## config.mk

```make
export PLATFORM = sky130hd
export DESIGN_NAME = video_fill_ctrl
export DESIGN_NICKNAME = d
export VERILOG_FILES = /design/src/rtl/video_fill_pkg.sv /design/src/rtl/video_fill_ctrl_addr_gen.sv /design/src/rtl/video_fill_ctrl.sv
export SDC_FILE = /design/constraint.sdc
export NUM_CORES = 1
export LEC_CHECK = 0
export ABC_AREA = 1
export BUFFER_PORTS_ARGS = -buffer_cell sky130_fd_sc_hd__buf_2
export CORE_MARGIN = 2
export CORE_UTILIZATION = 60
export CTS_CLUSTER_DIAMETER = 150
export CTS_CLUSTER_SIZE = 20
export DETAILED_ROUTE_END_ITERATION = 10
export PLACE_DENSITY = 0.83
export SYNTH_ARGS = -nofsm -noshare
export SYNTH_HDL_FRONTEND = slang
export SYNTH_SLANG_ARGS = --single-unit
```

## constraint.sdc

```tcl
create_clock -name clk -period 8.5 [get_ports clk]
set_clock_uncertainty 0.1 [all_clocks]
set_input_delay 1.275 -clock clk [delete_from_list [all_inputs] [get_ports clk]]
set_output_delay 1.275 -clock clk [all_outputs]
set_load 0.1 [all_outputs]
```

## src/rtl/video_fill_pkg.sv

```systemverilog
// Shared constants and types for the rectangle-fill engine:
// register map, ctrl/status bit positions, FSM states and the clip helper.
package video_fill_pkg;

  localparam logic [2:0] REG_X0    = 3'd0;
  localparam logic [2:0] REG_Y0    = 3'd1;
  localparam logic [2:0] REG_W     = 3'd2;
  localparam logic [2:0] REG_H     = 3'd3;
  localparam logic [2:0] REG_COLOR = 3'd4;
  localparam logic [2:0] REG_CTRL  = 3'd5;
  localparam logic [2:0] REG_CNT   = 3'd6;
  localparam logic [2:0] REG_ZERO  = 3'd7;

  localparam int CTRL_START   = 0;
  localparam int CTRL_ABORT   = 1;
  localparam int STAT_BUSY    = 0;
  localparam int STAT_DONE    = 1;
  localparam int STAT_ABORTED = 2;

  typedef enum logic [1:0] {
    IDLE  = 2'd0,
    SETUP = 2'd1,
    RUN   = 2'd2
  } fill_state_t;

  // Compare before subtracting so an origin past the edge never wraps.
  function automatic logic [10:0] clip_len(input logic [10:0] origin,
                                           input logic [10:0] len,
                                           input logic [10:0] limit);
    logic [10:0] room;
    room = 11'd0;
    if (origin >= limit) begin
      clip_len = 11'd0;
    end else begin
      room     = limit - origin;
      clip_len = (len < room) ? len : room;
    end
  endfunction

endpackage

```

## src/rtl/video_fill_ctrl_addr_gen.sv

```systemverilog
// Column/row walker for the fill engine: steps cur_addr across a clipped
// rectangle one pixel per enabled cycle, jumping by the row stride at row ends.
module fill_addr_gen
  import video_fill_pkg::*;
#(
  parameter int HMAX = 640
) (
  input  logic        clk,
  input  logic        reset,
  input  logic        i_load,
  input  logic        i_step,
  input  logic [19:0] i_base,
  input  logic [10:0] i_cw,
  input  logic [10:0] i_ch,
  output logic [19:0] o_cur_addr,
  output logic        o_last
);

  localparam logic [19:0] STRIDE = 20'(HMAX);

  logic [10:0] r_col;
  logic [10:0] r_row;
  logic [19:0] r_row_base;
  logic [19:0] r_cur_addr;
  logic        w_more_cols;
  logic        w_more_rows;

  assign w_more_cols = (r_col < (i_cw - 11'd1));
  assign w_more_rows = (r_row < (i_ch - 11'd1));
  assign o_last      = !w_more_cols && !w_more_rows;
  assign o_cur_addr  = r_cur_addr;

  // Load the rectangle origin, then advance one pixel per granted step.
  always_ff @(posedge clk) begin
    if (reset) begin
      r_col      <= 11'd0;
      r_row      <= 11'd0;
      r_row_base <= 20'd0;
      r_cur_addr <= 20'd0;
    end else if (i_load) begin
      r_col      <= 11'd0;
      r_row      <= 11'd0;
      r_row_base <= i_base;
      r_cur_addr <= i_base;
    end else if (i_step) begin
      if (w_more_cols) begin
        r_col      <= r_col + 11'd1;
        r_cur_addr <= r_cur_addr + 20'd1;
      end else if (w_more_rows) begin
        r_col      <= 11'd0;
        r_row      <= r_row + 11'd1;
        r_row_base <= r_row_base + STRIDE;
        r_cur_addr <= r_row_base + STRIDE;
      end else begin
        r_col      <= r_col;
      end
    end else begin
      r_col      <= r_col;
    end
  end

endmodule

```

## src/rtl/video_fill_ctrl.sv

```systemverilog
// Rectangle-fill engine and frame-buffer write arbiter. CPU writes always win
// the frame-buffer port; the fill sequencer paints one pixel per free cycle.
module video_fill_ctrl
  import video_fill_pkg::*;
#(
  parameter int HMAX = 640,
  parameter int VMAX = 480,
  parameter int DW   = 9
) (
  input  logic        clk,
  input  logic        reset,
  input  logic        cs,
  input  logic        write,
  input  logic [13:0] addr,
  input  logic [31:0] wr_data,
  output logic [31:0] rd_data,
  input  logic        cpu_fb_cs,
  input  logic        cpu_fb_wr,
  input  logic [19:0] cpu_fb_addr,
  input  logic [31:0] cpu_fb_wr_data,
  output logic        fb_cs,
  output logic        fb_wr,
  output logic [19:0] fb_addr,
  output logic [31:0] fb_wr_data,
  output logic        busy
);

  fill_state_t r_state;
  fill_state_t w_next_state;

  logic [10:0]   r_x0;
  logic [10:0]   r_y0;
  logic [10:0]   r_w;
  logic [10:0]   r_h;
  logic [DW-1:0] r_color;
  logic          r_done;
  logic          r_aborted;
  logic [19:0]   r_pix_cnt;

  logic        w_reg_wr;
  logic        w_start;
  logic        w_abort;
  logic        w_cpu_wr;
  logic        w_grant;
  logic        w_busy;
  logic [10:0] w_cw;
  logic [10:0] w_ch;
  logic        w_empty;
  logic [19:0] w_base;
  logic [19:0] w_cur_addr;
  logic        w_last;
  logic        w_load;
  logic        w_unused;

  assign w_unused = ^{wr_data[31:11], addr[13:3]};

  assign w_reg_wr = cs & write;
  assign w_start  = w_reg_wr && (addr[2:0] == REG_CTRL) && wr_data[CTRL_START];
  assign w_abort  = w_reg_wr && (addr[2:0] == REG_CTRL) && wr_data[CTRL_ABORT];
  assign w_cpu_wr = cpu_fb_cs & cpu_fb_wr;
  assign w_busy   = (r_state != IDLE);
  assign busy     = w_busy;

  // Geometry registers are frozen while busy, so the clip can be live logic.
  assign w_cw    = clip_len(r_x0, r_w, 11'(HMAX));
  assign w_ch    = clip_len(r_y0, r_h, 11'(VMAX));
  assign w_empty = (w_cw == 11'd0) || (w_ch == 11'd0);
  assign w_base  = 20'(r_y0) * 20'(HMAX) + 20'(r_x0);
  assign w_load  = (r_state == SETUP);

  fill_addr_gen #(
    .HMAX(HMAX)
  ) u_addr_gen (
    .clk       (clk),
    .reset     (reset),
    .i_load    (w_load),
    .i_step    (w_grant),
    .i_base    (w_base),
    .i_cw      (w_cw),
    .i_ch      (w_ch),
    .o_cur_addr(w_cur_addr),
    .o_last    (w_last)
  );

  // Frame-buffer port arbitration: CPU write, else engine in RUN, else CPU pass-through.
  always_comb begin
    fb_cs      = cpu_fb_cs;
    fb_wr      = cpu_fb_wr;
    fb_addr    = cpu_fb_addr;
    fb_wr_data = cpu_fb_wr_data;
    w_grant    = 1'b0;
    if (!w_cpu_wr && (r_state == RUN)) begin
      fb_cs      = 1'b1;
      fb_wr      = 1'b1;
      fb_addr    = w_cur_addr;
      fb_wr_data = 32'(r_color);
      w_grant    = 1'b1;
    end else begin
      w_grant    = 1'b0;
    end
  end

  // Fill sequencer next state; an abort overrides every other transition.
  always_comb begin
    w_next_state = r_state;
    case (r_state)
      IDLE: begin
        if (w_start) w_next_state = SETUP;
        else         w_next_state = IDLE;
      end
      SETUP: begin
        if (w_empty) w_next_state = IDLE;
        else         w_next_state = RUN;
      end
      RUN: begin
        if (w_grant && w_last) w_next_state = IDLE;
        else                   w_next_state = RUN;
      end
      default: w_next_state = IDLE;
    endcase
    if (w_abort) w_next_state = IDLE;
    else         w_next_state = w_next_state;
  end

  // Fill sequencer state register.
  always_ff @(posedge clk) begin
    if (reset) r_state <= IDLE;
    else       r_state <= w_next_state;
  end

  // Register file, status flags and pixel counter.
  always_ff @(posedge clk) begin
    if (reset) begin
      r_x0      <= 11'd0;
      r_y0      <= 11'd0;
      r_w       <= 11'd0;
      r_h       <= 11'd0;
      r_color   <= '0;
      r_done    <= 1'b0;
      r_aborted <= 1'b0;
      r_pix_cnt <= 20'd0;
    end else begin
      if (w_reg_wr && !w_busy) begin
        case (addr[2:0])
          REG_X0:    r_x0    <= wr_data[10:0];
          REG_Y0:    r_y0    <= wr_data[10:0];
          REG_W:     r_w     <= wr_data[10:0];
          REG_H:     r_h     <= wr_data[10:0];
          REG_COLOR: r_color <= wr_data[DW-1:0];
          default:   r_x0    <= r_x0;
        endcase
      end
      if ((r_state == IDLE) && w_start && !w_abort) begin
        r_done    <= 1'b0;
        r_aborted <= 1'b0;
        r_pix_cnt <= 20'd0;
      end
      if (w_grant) r_pix_cnt <= r_pix_cnt + 20'd1;
      if ((r_state == SETUP) && w_empty && !w_abort) r_done <= 1'b1;
      if (w_grant && w_last && !w_abort) r_done <= 1'b1;
      if (w_abort) r_aborted <= 1'b1;
    end
  end

  // Register readback mux.
  always_comb begin
    rd_data = 32'd0;
    case (addr[2:0])
      REG_X0:    rd_data = {21'd0, r_x0};
      REG_Y0:    rd_data = {21'd0, r_y0};
      REG_W:     rd_data = {21'd0, r_w};
      REG_H:     rd_data = {21'd0, r_h};
      REG_COLOR: rd_data = 32'(r_color);
      REG_CTRL:  rd_data = {29'd0, r_aborted, r_done, w_busy};
      REG_CNT:   rd_data = {12'd0, r_pix_cnt};
      default:   rd_data = 32'd0;
    endcase
  end

endmodule

```

Word-level counts from Yosys, hierarchy flattened
Cells that the tools add are included.
{ "totals": {"ram_bits": 0, "output_inout_bits": 87, "n_memories": 0, "wordCells": 112, "regBits": 139, "latchBits": 0, "in_bits": 104, "mem_bits_ro": 0} }
{ "classes": {"div_mod_pow": 0, "bitwise": 3, "mul": 1, "n_lt_le_gt_ge": 6, "addsub": 10, "reduce_logical": 41, "n_eq_ne": 9, "muxes": 29, "n_shift": 0} }
{ "ops": {"columns": ["operator", "n"], "rows": [
  ["20-bit 2-to-1 mux", 10],
  ["20-bit one-hot mux with 7 select lines", 1],
  ["11-bit 2-to-1 mux", 6],
  ["11-bit < comparator", 4],
  ["20-bit by 1-bit adder with 20-bit output (second input constant)", 2],
  ["32-bit 2-to-1 mux", 1],
  ["11-bit by 1-bit adder with 11-bit output (second input constant)", 2],
  ["11-bit logical NOT", 2],
  ["11-bit by 1-bit subtractor with 11-bit output (second input constant)", 2],
  ["20-bit by 10-bit adder with 20-bit output (second input constant)", 1],
  ["20-bit by 11-bit adder with 20-bit output", 1],
  ["2-bit AND reduction", 7],
  ["11-bit by 3-bit multiplier with 13-bit output (second input constant)", 1],
  ["1-bit logical AND", 12],
  ["2-bit nonzero test", 6],
  ["11-bit by 10-bit greater-or-equal comparator with 1-bit output (second input constant)", 1],
  ["11-bit by 9-bit greater-or-equal comparator with 1-bit output (second input constant)", 1],
  ["10-bit by 11-bit subtractor with 11-bit output (first input constant)", 1],
  ["9-bit by 11-bit subtractor with 11-bit output (first input constant)", 1],
  ["3-bit equality test (second input constant)", 3],
  ["1-bit 2-to-1 mux", 8],
  ["3-bit by 2-bit equality test with 1-bit output (second input constant)", 2],
  ["2-bit one-hot mux with 3 select lines", 1],
  ["3-bit AND reduction", 2],
  ["other kinds (13)", 21]
]} }

Logic depth before layout (Yosys ltp)
Gate-level depths: netlist (run 1).
{ "logic_depth": {"depth_word": 11, "depth_mapped": 40, "ltp_nobuf": 39} }

Hierarchy
From an unflattened synthesis (run 1), not the netlist that was laid out.
{ "unflattened": {"cells_unflattened": 1840, "hier_area_um2": 11339.6} }
{ "modules_own_cells": {"columns": ["module", "area_per_inst_um2", "n_inst", "cells_per_inst", "seq_area_each_um2"], "rows": [
  ["video_fill_ctrl", 6407.4, 1, 1015, 1541.5],
  ["fill_addr_gen", 4932.2, 1, 825, 1241.2]
]} }

Least setup slack after synthesis (run 1)
OpenSTA, ideal clock, no wires.
{ "synth_timing": {"path_kind": "in2out", "from": "input port addr[2]", "to": "output port rd_data[3]", "slack_ns": 3.073, "t_required_ns": 7.125, "path_stages": 3, "path_buffers": 0, "arrival_ns": 4.052, "cell_sequence": "nor3_1 > inv_1 > o21ai_0"} }
{ "synth_via": {"elab_chain_len": 2, "word_cells_on_any_way": 8, "classes_between": "eq/ne: 6; mux: 1; reduce/logical: 1"} }
{ "synth_lines": {"columns": ["element", "line_no", "rtl"], "rows": [
  ["from (decl)", "video_fill_ctrl.sv:14", "input logic [13:0] addr,"],
  ["3-bit equality test, or another cell as far along", "video_fill_ctrl.sv:168", "case (addr[2:0])"],
  ["20-bit one-hot mux with 7 select lines (*)", "video_fill_ctrl.sv:168", null],
  ["to (decl)", "video_fill_ctrl.sv:16", "output logic [31:0] rd_data,"]
]} }
Every way passes the cells marked *; elsewhere a longest branch is shown, timed or not.

Final worst setup path (run 1)
{ "layout_timing": {"from": "register r_x0[1]", "to": "register u_addr_gen.r_cur_addr[10] (netlist: u_addr_gen.o_cur_addr[10])"} }
{ "layout_via": {"elab_chain_len": 9, "word_cells_on_any_way": 13, "classes_between": "add/sub: 3; order compare: 3; mux: 5; reduce/logical: 2"} }
{ "layout_lines": {"columns": ["element", "line_no", "rtl"], "rows": [
  ["from (decl)", "video_fill_ctrl.sv:31", "logic [10:0] r_x0;"],
  ["from (signal assigned)", "video_fill_ctrl.sv:145", "REG_X0: r_x0 <= wr_data[10:0];"],
  ["from (signal assigned)", "video_fill_ctrl.sv:150", "default: r_x0 <= r_x0;"],
  ["10-bit by 11-bit subtractor with 11-bit output", "video_fill_pkg.sv:35", "room = limit - origin;"],
  ["11-bit < comparator", "video_fill_pkg.sv:36", "clip_len = (len < room) ? len : room;"],
  ["11-bit 2-to-1 mux", "video_fill_pkg.sv:36", null],
  ["11-bit 2-to-1 mux", "video_fill_pkg.sv:32", "if (origin >= limit) begin"],
  ["11-bit by 1-bit subtractor with 11-bit output", "video_fill_ctrl_addr_gen.sv:28", "assign w_more_cols = (r_col < (i_cw - 11'd1));"],
  ["11-bit < comparator", "video_fill_ctrl_addr_gen.sv:28", null],
  ["20-bit 2-to-1 mux", "video_fill_ctrl_addr_gen.sv:46", "if (w_more_cols) begin"],
  ["20-bit 2-to-1 mux", "video_fill_ctrl_addr_gen.sv:45", "end else if (i_step) begin"],
  ["20-bit 2-to-1 mux", "video_fill_ctrl_addr_gen.sv:40", "end else if (i_load) begin"],
  ["to (signal assigned)", "video_fill_ctrl_addr_gen.sv:44", "r_cur_addr <= i_base;"],
  ["to (signal assigned)", "video_fill_ctrl_addr_gen.sv:48", "r_cur_addr <= r_cur_addr + 20'd1;"],
  ["to (signal assigned)", "video_fill_ctrl_addr_gen.sv:53", "r_cur_addr <= r_row_base + STRIDE;"],
  ["to (decl)", "video_fill_ctrl_addr_gen.sv:24", "logic [19:0] r_cur_addr;"]
]} }
Several ways; a longest one is shown, not always the timed one. The select of a mux whose other input is x is not followed.
A chain may end at the register's enable or synchronous reset.

==> results of run 1 <==
## per-layer routing
layer	vias up	wire length (um)
li1	5727	-
met1	5033	13100
met2	443	13400
met3	83	2230
met4	0	1190
met5	-	0
## registers in the layout, summed over array words and instances, names as in the netlist
name and count:
r_aborted 1, r_color 9, r_done 1, r_h 11, r_pix_cnt 20, r_state 2
r_w 11, r_x0 11, r_y0 11, u_addr_gen.o_cur_addr 20, u_addr_gen.r_col 11, u_addr_gen.r_row 11
u_addr_gen.r_row_base 20
## cell usage after synthesis, types with 2 or more instances
cell type,count
nand3_2,3
fa_1,2
o211ai_1,15
o22ai_1,10
xor2_1,58
nor3_1,24
and3_1,2
buf_2,12
a211oi_1,2
a21o_1,2
o21ai_0,153
nand2_4,5
a221oi_1,5
clkinv_1,3
nand3b_1,6
or2_2,7
nand4_1,28
inv_1,196
buf_1,6
nor2_1,239
nand2_1,367
a22oi_1,3
and2_1,3
o2111ai_1,4
o221ai_1,4
buf_6,6
inv_2,5
nor2_2,4
a21oi_1,131
dfxtp_1,139
clkbuf_1,35
o21ai_1,2
xnor2_1,18
nand3_1,82
buf_4,12
nand2_2,3
nor4_1,9
ha_1,73
nor2_4,3
## worst min-delay path, stage by stage (launching register included)
cell	delay (ns)
dfxtp_1	0.31
nand2_1	0.06
a21oi_1	0.05
## power by group
| group | switching (W) | internal, W |
|---|---|---|
| clock | 0.000342 | 0.000420 |
| combinational | 0.000272 | 0.0000918 |
| sequential | 0.00000953 | 0.000658 |
| total | 0.000623 | 0.00117 |
## worst paths after layout
kind,startpoint,to,depth (start not counted)
setup / recovery,r_x0[1]$_SDFFE_PP0P_,u_addr_gen.o_cur_addr[10]$_SDFFE_PP0P_,34
hold / removal,r_pix_cnt[18]$_SDFFE_PP0P_,r_pix_cnt[18]$_SDFFE_PP0P_,2
setup reg to reg,r_x0[1]$_SDFFE_PP0P_,u_addr_gen.o_cur_addr[10]$_SDFFE_PP0P_,34
hold reg to reg,r_pix_cnt[18]$_SDFFE_PP0P_,r_pix_cnt[18]$_SDFFE_PP0P_,2
## cell type report
cell class	count	area, um^2
clock buffer	17	425
multi-input combinational	1288	6860
fill	1565	5360
tap	225	282
inverter	204	766
clock inverter	15	175
timing repair buffer	151	768
sequential	139	2780
## kinds of logic (layout without fill, tap and decap cells)
group,Yosys count,after routing,synth area share
and+or+nand+nor,789,789,0.314
AOI/OAI and AO/OA,336,336,0.169
buffers and inverters,275,387,0.106
DFF,139,139,0.259
xor gates and xnor gates,76,76,0.0620
adders and majority gates,75,75,0.0889
other,1,12,0.000349
## stage by stage
step	hold WS, ns	setup slack [ns]	util	instance area [um^2]
after global placement	0.348	1.98	0.658	11500
final	0.368	1.70	0.692	12100
after detailed placement	0.358	1.81	0.658	11500
after CTS	0.367	1.78	0.692	12100
after floorplan	0.339	3.07	-	10800
after global routing	0.387	1.08	0.692	12100
==> impl_metrics.env, run 1 <==
export IMPL_ctsResizeCount=0
export IMPL_power_density_mw_per_mm2=149
export IMPL_critical_path_max_stage_delay_ns=0.61
export IMPL_htree_levels=4
export IMPL_cts_setup_buffers=0
export IMPL_placedCellCount=2007
export IMPL_nets=1980
export IMPL_crit_slowest_cell="nor2_1"
export IMPL_drt_vias_per_instance=5.54
export IMPL_synth_edf_count=0
export IMPL_rsz0062_at_grt="false"
export IMPL_ctsHoldBuffers=0
export IMPL_worstMarginPinSlew_ns=1.09
export IMPL_path_delay_family="simple AND/OR/NAND/NOR gates"
export IMPL_cap_violations=0
export IMPL_clkTransAtPathRegs_ns=0.07
export IMPL_use_met2=0.500
export IMPL_start_kind="flop"
export IMPL_use_met3=0.0515
export IMPL_layout_commonest_cell="nand2_1"
export IMPL_fin_crit_sh=0.800
export IMPL_drc=0
export IMPL_grt_pass1_vias=9985
export IMPL_clock_latency_ns=0.43
export IMPL_grt_util_all_layers=0.317
export IMPL_ys_flop_type="dfxtp_1"
export IMPL_grt_max_degree=64
export IMPL_p_total_w=0.00179
export IMPL_die_h_um=138
export IMPL_synth_top_area_frac=0.259
export IMPL_power_leakage_nw=5.66
export IMPL_synth_area_leaders="dfxtp_1 (26%), nand2_1 (13%), ha_1 (8.5%)"
export IMPL_drtPass1Iterations=6
export IMPL_max_freq_mhz=147
export IMPL_slew_headroom=0.266
export IMPL_placementRows=48
export IMPL_outcome="finished, final reports clean"
export IMPL_dieArea_mm2=0.0190
export IMPL_mostFrequentLayoutCells="nand2_1 (365), nor2_1 (239), inv_1 (195), o21ai_0 (153), buf_2 (146)"
export IMPL_grt_busiest_layer="met2"
export IMPL_portBuffers=146
export IMPL_synthToLayoutAreaGrowth_pct=12.3
export IMPL_drt_total_wl_um=29900
export IMPL_period_minus_slack_ns=6.80
export IMPL_grt_ovfl_total=0
export IMPL_synthesis_area_mm2=0.0107
export IMPL_core_area_mm2=0.0174
export IMPL_setup_tns_final_ns=0
export IMPL_n_antenna_cell=0
export IMPL_finalHoldViolations=0
export IMPL_syn_inst=1691
export IMPL_crit_type="reg -> reg"
export IMPL_drive_above_1_share=0.122
export IMPL_cp_num_buf_inv=3
export IMPL_synth_seq_area_share=0.259
export IMPL_ant_nets=0
export IMPL_start_util=0.616
export IMPL_drt_iter0_drc=813
export IMPL_grt_util_met1=0.428
export IMPL_drv_slew=0
export IMPL_worstHoldPathType="reg -> reg"
export IMPL_cts_buffers=17
export IMPL_arrival_ns=7.03
export IMPL_ios=191
export IMPL_cp_max_fo=37
export IMPL_yosysUniqueCellTypes=49
export IMPL_setup_viol=0
export IMPL_end_kind="flop"
export IMPL_die_w_um=138
export IMPL_synth_avg_cell_area_um2=6.35
export IMPL_path_common_cell="nand2_1"
export IMPL_ys_warn_count=0
export IMPL_vias=11286
export IMPL_antenna_found_initial=0
export IMPL_ir_worst_vdd_v=0.000152
export IMPL_cts_tree="yes"
export IMPL_yosysTopAreaCell="dfxtp_1"
export IMPL_final_cells=2039
export IMPL_synth_async_reset_ratio=0
export IMPL_wire_per_inst_um=14.7
export IMPL_synth_seq_cells=139
export IMPL_rrSetupSlack_ns=1.70
export IMPL_cts_buffer_depth=2
export IMPL_grt_pass1_wl_um=47800
export IMPL_gp_congestion=0.982
export IMPL_cts_sinks=139
export IMPL_dp_hpwl_um=22300
export IMPL_clock_root_buffer="clkbuf_16"
export IMPL_cp_data_required_time_ns=8.73
Power figures use the tool's default switching activity.
==> run 2, diff against run 1 <==
--- a/config.mk
+++ b/config.mk
@@ -8,11 +8,11 @@
 export ABC_AREA = 1
 export BUFFER_PORTS_ARGS = -buffer_cell sky130_fd_sc_hd__buf_2
 export CORE_MARGIN = 2
-export CORE_UTILIZATION = 60
+export CORE_UTILIZATION = 58
 export CTS_CLUSTER_DIAMETER = 150
 export CTS_CLUSTER_SIZE = 20
 export DETAILED_ROUTE_END_ITERATION = 10
-export PLACE_DENSITY = 0.83
+export PLACE_DENSITY = 0.8
 export SYNTH_ARGS = -nofsm -noshare
 export SYNTH_HDL_FRONTEND = slang
 export SYNTH_SLANG_ARGS = --single-unit
==> constraint.sdc (replaced) <==
create_clock -name clk -period 6.6 [get_ports clk]
set_clock_uncertainty 0.1 [all_clocks]
set_input_delay 0.99 -clock clk [delete_from_list [all_inputs] [get_ports clk]]
set_output_delay 0.99 -clock clk [all_outputs]
set_load 0.1 [all_outputs]
==> impl_metrics.env, run 2 (synthesis gave the netlist of run 1 again) <==
export IMPL_layout_commonest_cell="nand2_1"
export IMPL_cp_startpoint="r_y0[0]$_SDFFE_PP0P_"
export IMPL_max_freq_mhz=170
export IMPL_setup_ws_ns=0.721
export IMPL_preCtsSetupSlack_ns=0.791
export IMPL_die_h_um=140
export IMPL_ctsHoldBuffers=0
export IMPL_ctsResizeCount=0
export IMPL_mostFrequentLayoutCells="nand2_1 (365), nor2_1 (239), inv_1 (195), o21ai_0 (153), buf_2 (146)"
export IMPL_sw_frac_of_total=0.335
export IMPL_crit_slowest_cell="dfxtp_1"
export IMPL_die_w_um=140
export IMPL_drv_slew=0
export IMPL_clock_latency_ns=0.43
export IMPL_start_kind="flop"
export IMPL_period_minus_slack_ns=5.88
export IMPL_dp_hpwl_um=22600
export IMPL_grt_util_all_layers=0.311
export IMPL_clkTransAtPathRegs_ns=0.07
export IMPL_grt_max_degree=64
export IMPL_synthToLayoutAreaGrowth_pct=13.2
export IMPL_ant_nets=0
export IMPL_r2r_start="r_y0[0]$_SDFFE_PP0P_"
export IMPL_htree_levels=4
export IMPL_power_frac_seq=0.362
export IMPL_placementRows=49
export IMPL_drt_iter0_drc=892
export IMPL_cts_setup_buffers=0
export IMPL_power_leakage_nw=5.71
export IMPL_power_frac_comb=0.199
export IMPL_vias=11454
export IMPL_cts_buffers=17
export IMPL_power_density_mw_per_mm2=195
export IMPL_worstHoldPathType="reg -> reg"
export IMPL_cts_sinks=139
export IMPL_clkPwrFrac=0.439
export IMPL_grt_pass1_wl_um=50000
export IMPL_drtPass1Iterations=8
export IMPL_slew_headroom=0.287
export IMPL_fin_crit_sh=0.891
export IMPL_n_antenna_cell=0
export IMPL_cp_data_required_time_ns=6.83
export IMPL_ios=191
export IMPL_end_kind="flop"
export IMPL_p_sw_w=0.000792
export IMPL_fillCellCount=1642
export IMPL_critical_path_max_stage_delay_ns=0.35
export IMPL_wire_per_inst_um=14.9
export IMPL_rsz0062_at_grt="false"
export IMPL_drive_above_1_share=0.126
export IMPL_portBuffers=146
export IMPL_min_from="u_addr_gen.r_row_base[0]$_SDFFE_PP0P_"
export IMPL_nets=1988
export IMPL_ir_worst_vdd_v=0.000219
export IMPL_grt_util_met1=0.394
export IMPL_dieArea_mm2=0.0196
export IMPL_grt_pass1_vias=10449
export IMPL_multi_input_area_mm2=0.00686
export IMPL_gp_congestion=0.975
export IMPL_internal_power_w=0.00158
export IMPL_crit_type="reg -> reg"
export IMPL_regArea_mm2=0.00278
export IMPL_antenna_found_initial=0
export IMPL_cts_tree="yes"
export IMPL_finalHoldViolations=0
export IMPL_use_met3=0.0561
export IMPL_clock_root_buffer="clkbuf_16"
export IMPL_outcome="finished, final reports clean"
export IMPL_core_area_mm2=0.0181
export IMPL_grt_ovfl_total=0
export IMPL_drc=0
export IMPL_drt_vias_per_instance=5.58
export IMPL_cap_violations=0
export IMPL_start_util=0.593
export IMPL_worstMarginPinSlew_ns=1.07
export IMPL_cp_max_fo=24
export IMPL_cts_buffer_depth=2
export IMPL_drt_total_wl_um=30600
export IMPL_path_common_cell="nand2_1"
export IMPL_arrival_ns=6.11
export IMPL_use_met2=0.530
export IMPL_grt_busiest_layer="met2"
export IMPL_setup_tns_final_ns=0
export IMPL_setup_viol=0
## run 2: power by group through the flow
stage               Sequential, W  Combinational, W  Clock (W)
finish                   0.000858          0.000472    0.00104
global route             0.000858          0.000511    0.00108
CTS                      0.000857          0.000469    0.00104
detailed placement       0.000876          0.000466          0
global placement         0.000876          0.000455          0
floorplan                0.000872          0.000378          0
## run 2: through the flow
step	cells	area, um^2	utilization	hold WS, ns	total power (W)
3_3_place_gp	2019	11500	0.637	0.350	0.00133
2_1_floorplan	1702	10800	-	0.339	0.00125
6_report	2051	12100	0.672	0.369	0.00237
4_1_cts	2051	12100	0.672	0.369	0.00237
3_5_place_dp	2019	11500	0.637	0.358	0.00134
5_1_grt	2051	12100	0.672	0.387	0.00244
## run 2: routing by layer
| metal | part of all wire | wire, um |
|---|---|---|
| met1 | 0.43 | 13300 |
| met2 | 0.47 | 14400 |
| met3 | 0.064 | 1970 |
| met4 | 0.031 | 963 |
| met5 | 0 | 0 |
## run 2: worst max-delay path: cells and delay by family (launching register included)
family | cells | cell delay [ns]
DFF | 1 | 0.35
and+or+nand+nor | 18 | 2.74
buffers and inverters | 4 | 0.37
adders and majority gates | 4 | 1.12
AOI/OAI and AO/OA | 3 | 0.74
xor gates and xnor gates | 2 | 0.30
## run 2: cell type report
type | count | share of cell area
well taps | 229 | 0.0236
multi-input cells | 1288 | 0.564
flip-flops and latches | 139 | 0.229
inverters | 204 | 0.0630
clock inverters | 15 | 0.0168
clock buffers | 17 | 0.0350
repair buffers | 159 | 0.0682
## run 2: worst paths after layout
path	to	slack, ns	cells after the start
setup / recovery	u_addr_gen.o_cur_addr[15]$_SDFFE_PP0P_	0.72	31
hold / removal	u_addr_gen.r_row_base[0]$_SDFFE_PP0P_	0.37	2
setup reg to reg	u_addr_gen.o_cur_addr[15]$_SDFFE_PP0P_	0.72	31
hold reg to reg	u_addr_gen.r_row_base[0]$_SDFFE_PP0P_	0.37	2
==> run 3, diff against run 2 <==
--- a/config.mk
+++ b/config.mk
@@ -7,8 +7,10 @@
 export LEC_CHECK = 0
 export ABC_AREA = 1
 export BUFFER_PORTS_ARGS = -buffer_cell sky130_fd_sc_hd__buf_2
+export CELL_PAD_IN_SITES_DETAIL_PLACEMENT = 0
+export CELL_PAD_IN_SITES_GLOBAL_PLACEMENT = 1
 export CORE_MARGIN = 2
-export CORE_UTILIZATION = 58
+export CORE_UTILIZATION = 40
 export CTS_CLUSTER_DIAMETER = 150
 export CTS_CLUSTER_SIZE = 20
 export DETAILED_ROUTE_END_ITERATION = 10
==> impl_metrics.env, run 3 (synthesis gave the netlist of run 1 again) <==
export IMPL_core_area_mm2=0.0262
export IMPL_ctsResizeCount=0
export IMPL_grt_pass1_vias=9960
export IMPL_wire_per_inst_um=14.8
export IMPL_end_kind="flop"
export IMPL_setup_viol=0
export IMPL_gp_congestion=0.897
export IMPL_drv_slew=0
export IMPL_cts_buffer_depth=2
export IMPL_holdPathStages=2
export IMPL_nets=1992
export IMPL_mostFrequentLayoutCells="nand2_1 (365), nor2_1 (239), inv_1 (195), o21ai_0 (153), buf_2 (146)"
export IMPL_rsz0062_at_grt="false"
export IMPL_use_met3=0.0329
export IMPL_cts_sinks=139
export IMPL_grt_util_met1=0.307
export IMPL_antenna_found_initial=0
export IMPL_grt_max_degree=66
export IMPL_grt_busiest_layer="met2"
export IMPL_die_h_um=168
export IMPL_critical_path_max_stage_delay_ns=0.37
export IMPL_max_freq_mhz=174
export IMPL_finalHoldViolations=0
export IMPL_synthToLayoutAreaGrowth_pct=14.5
export IMPL_drt_total_wl_um=31900
export IMPL_place_area_mm2=0.0117
export IMPL_worstMarginPinSlew_ns=0.859
export IMPL_fillCellCount=2750
export IMPL_start_util=0.409
export IMPL_worstHoldPathType="reg -> reg"
export IMPL_dp_hpwl_um=24600
export IMPL_setup_tns_final_ns=0
export IMPL_dieArea_mm2=0.0282
export IMPL_cts_buffers=17
export IMPL_drt_vias_per_instance=5.06
export IMPL_clock_root_buffer="clkbuf_16"
export IMPL_rrSetupSlack_ns=0.85
export IMPL_cts_tree="yes"
export IMPL_portBuffers=146
export IMPL_clkTransAtPathRegs_ns=0.07
export IMPL_slew_headroom=0.423
export IMPL_min_from="r_pix_cnt[19]$_SDFFE_PP0P_"
export IMPL_outcome="finished, final reports clean"
export IMPL_use_met2=0.367
export IMPL_final_area_mm2=0.0123
export IMPL_htree_levels=4
export IMPL_ctsHoldBuffers=0
export IMPL_clock_latency_ns=0.44
export IMPL_postLayoutCoreUtil=0.469
export IMPL_die_w_um=168
export IMPL_drt_iter0_drc=620
export IMPL_crit_slowest_cell="o21ai_1"
export IMPL_layout_commonest_cell="nand2_1"
export IMPL_grt_util_all_layers=0.225
export IMPL_cap_violations=0
export IMPL_cp_max_fo=19
export IMPL_r2r_end="u_addr_gen.o_cur_addr[6]$_SDFFE_PP0P_"
export IMPL_fin_crit_sh=0.871
export IMPL_reg2regPathDepth=31
export IMPL_placementRows=59
export IMPL_power_density_mw_per_mm2=187
export IMPL_vias=10941
export IMPL_period_minus_slack_ns=5.75
export IMPL_ios=191
export IMPL_ant_nets=0
export IMPL_n_antenna_cell=0
export IMPL_path_common_cell="nand2_1"
export IMPL_ir_worst_vdd_v=0.000144
export IMPL_drc=0
export IMPL_grt_pass1_wl_um=51000
export IMPL_crit_type="reg -> reg"
export IMPL_cts_setup_buffers=0
export IMPL_cp_data_required_time_ns=6.82
export IMPL_drive_above_1_share=0.128
export IMPL_r2r_start="r_y0[1]$_SDFFE_PP0P_"
export IMPL_arrival_ns=5.97
export IMPL_start_kind="flop"
export IMPL_grt_ovfl_total=0
export IMPL_whs_endpoint="r_pix_cnt[19]$_SDFFE_PP0P_"
export IMPL_power_leakage_nw=5.72
export IMPL_drtPass1Iterations=5
run 3: metrics by stage:
step | worst slack, ns | total power [W] | cells | hold slack, ns
3_5_place_dp | 0.882 | 0.00135 | 2129 | 0.356
3_3_place_gp | 0.969 | 0.00134 | 2129 | 0.349
6_report | 0.849 | 0.00230 | 2161 | 0.367
4_1_cts | 0.852 | 0.00232 | 2161 | 0.368
5_1_grt | 0.247 | 0.00240 | 2161 | 0.383
2_1_floorplan | 1.74 | 0.00125 | 1702 | 0.339
run 3: area by class of cell:
cell class	instances	area (um^2)	area share
sequential	139	2780	0.227
multi-input combinational	1288	6860	0.558
timing repair buffer	163	858	0.0699
inverter	204	767	0.0624
tap	335	419	0.0341
clock inverter	15	173	0.0141
clock buffer	17	425	0.0346
run 3: report_power, final:
part | switching (W) | total [W] | leakage, nW | internal (W)
Clock | 0.000460 | 0.000971 | 0.290 | 0.000512
Combinational | 0.000352 | 0.000471 | 4.31 | 0.000119
Sequential | 0.0000106 | 0.000857 | 1.12 | 0.000847
Total | 0.000822 | 0.00230 | 5.72 | 0.00148
run 3: critical path: cells and delay by family (launching register included):
family / cells / cell delay, ns
AND/OR/NAND/NOR: 19 / 2.76
adder cells (fa/ha/maj): 4 / 1.05
buffers and inverters: 4 / 0.58
AO/OA/AOI/OAI: 2 / 0.55
flip-flops: 1 / 0.31
XOR/XNOR: 2 / 0.29
run 3: worst max-delay path by stage:
stage | slack [ns] | start | end
finish | 0.85 | r_y0[1]$_SDFFE_PP0P_ | u_addr_gen.o_cur_addr[6]$_SDFFE_PP0P_
global route | 0.25 | r_y0[1]$_SDFFE_PP0P_ | u_addr_gen.o_cur_addr[9]$_SDFFE_PP0P_
CTS | 0.85 | r_y0[1]$_SDFFE_PP0P_ | u_addr_gen.o_cur_addr[6]$_SDFFE_PP0P_
detailed placement | 0.88 | r_y0[1]$_SDFFE_PP0P_ | u_addr_gen.o_cur_addr[6]$_SDFFE_PP0P_
global placement | 0.97 | r_y0[1]$_SDFFE_PP0P_ | u_addr_gen.o_cur_addr[9]$_SDFFE_PP0P_
floorplan | 1.74 | addr[2] | rd_data[3]
run 3: routing by layer:
metal	routed length, um	vias to the layer above	share of wire
li1	-	5745	-
met1	15200	4922	0.48
met2	14500	240	0.46
met3	1460	34	0.046
met4	723	0	0.023
met5	0	-	0
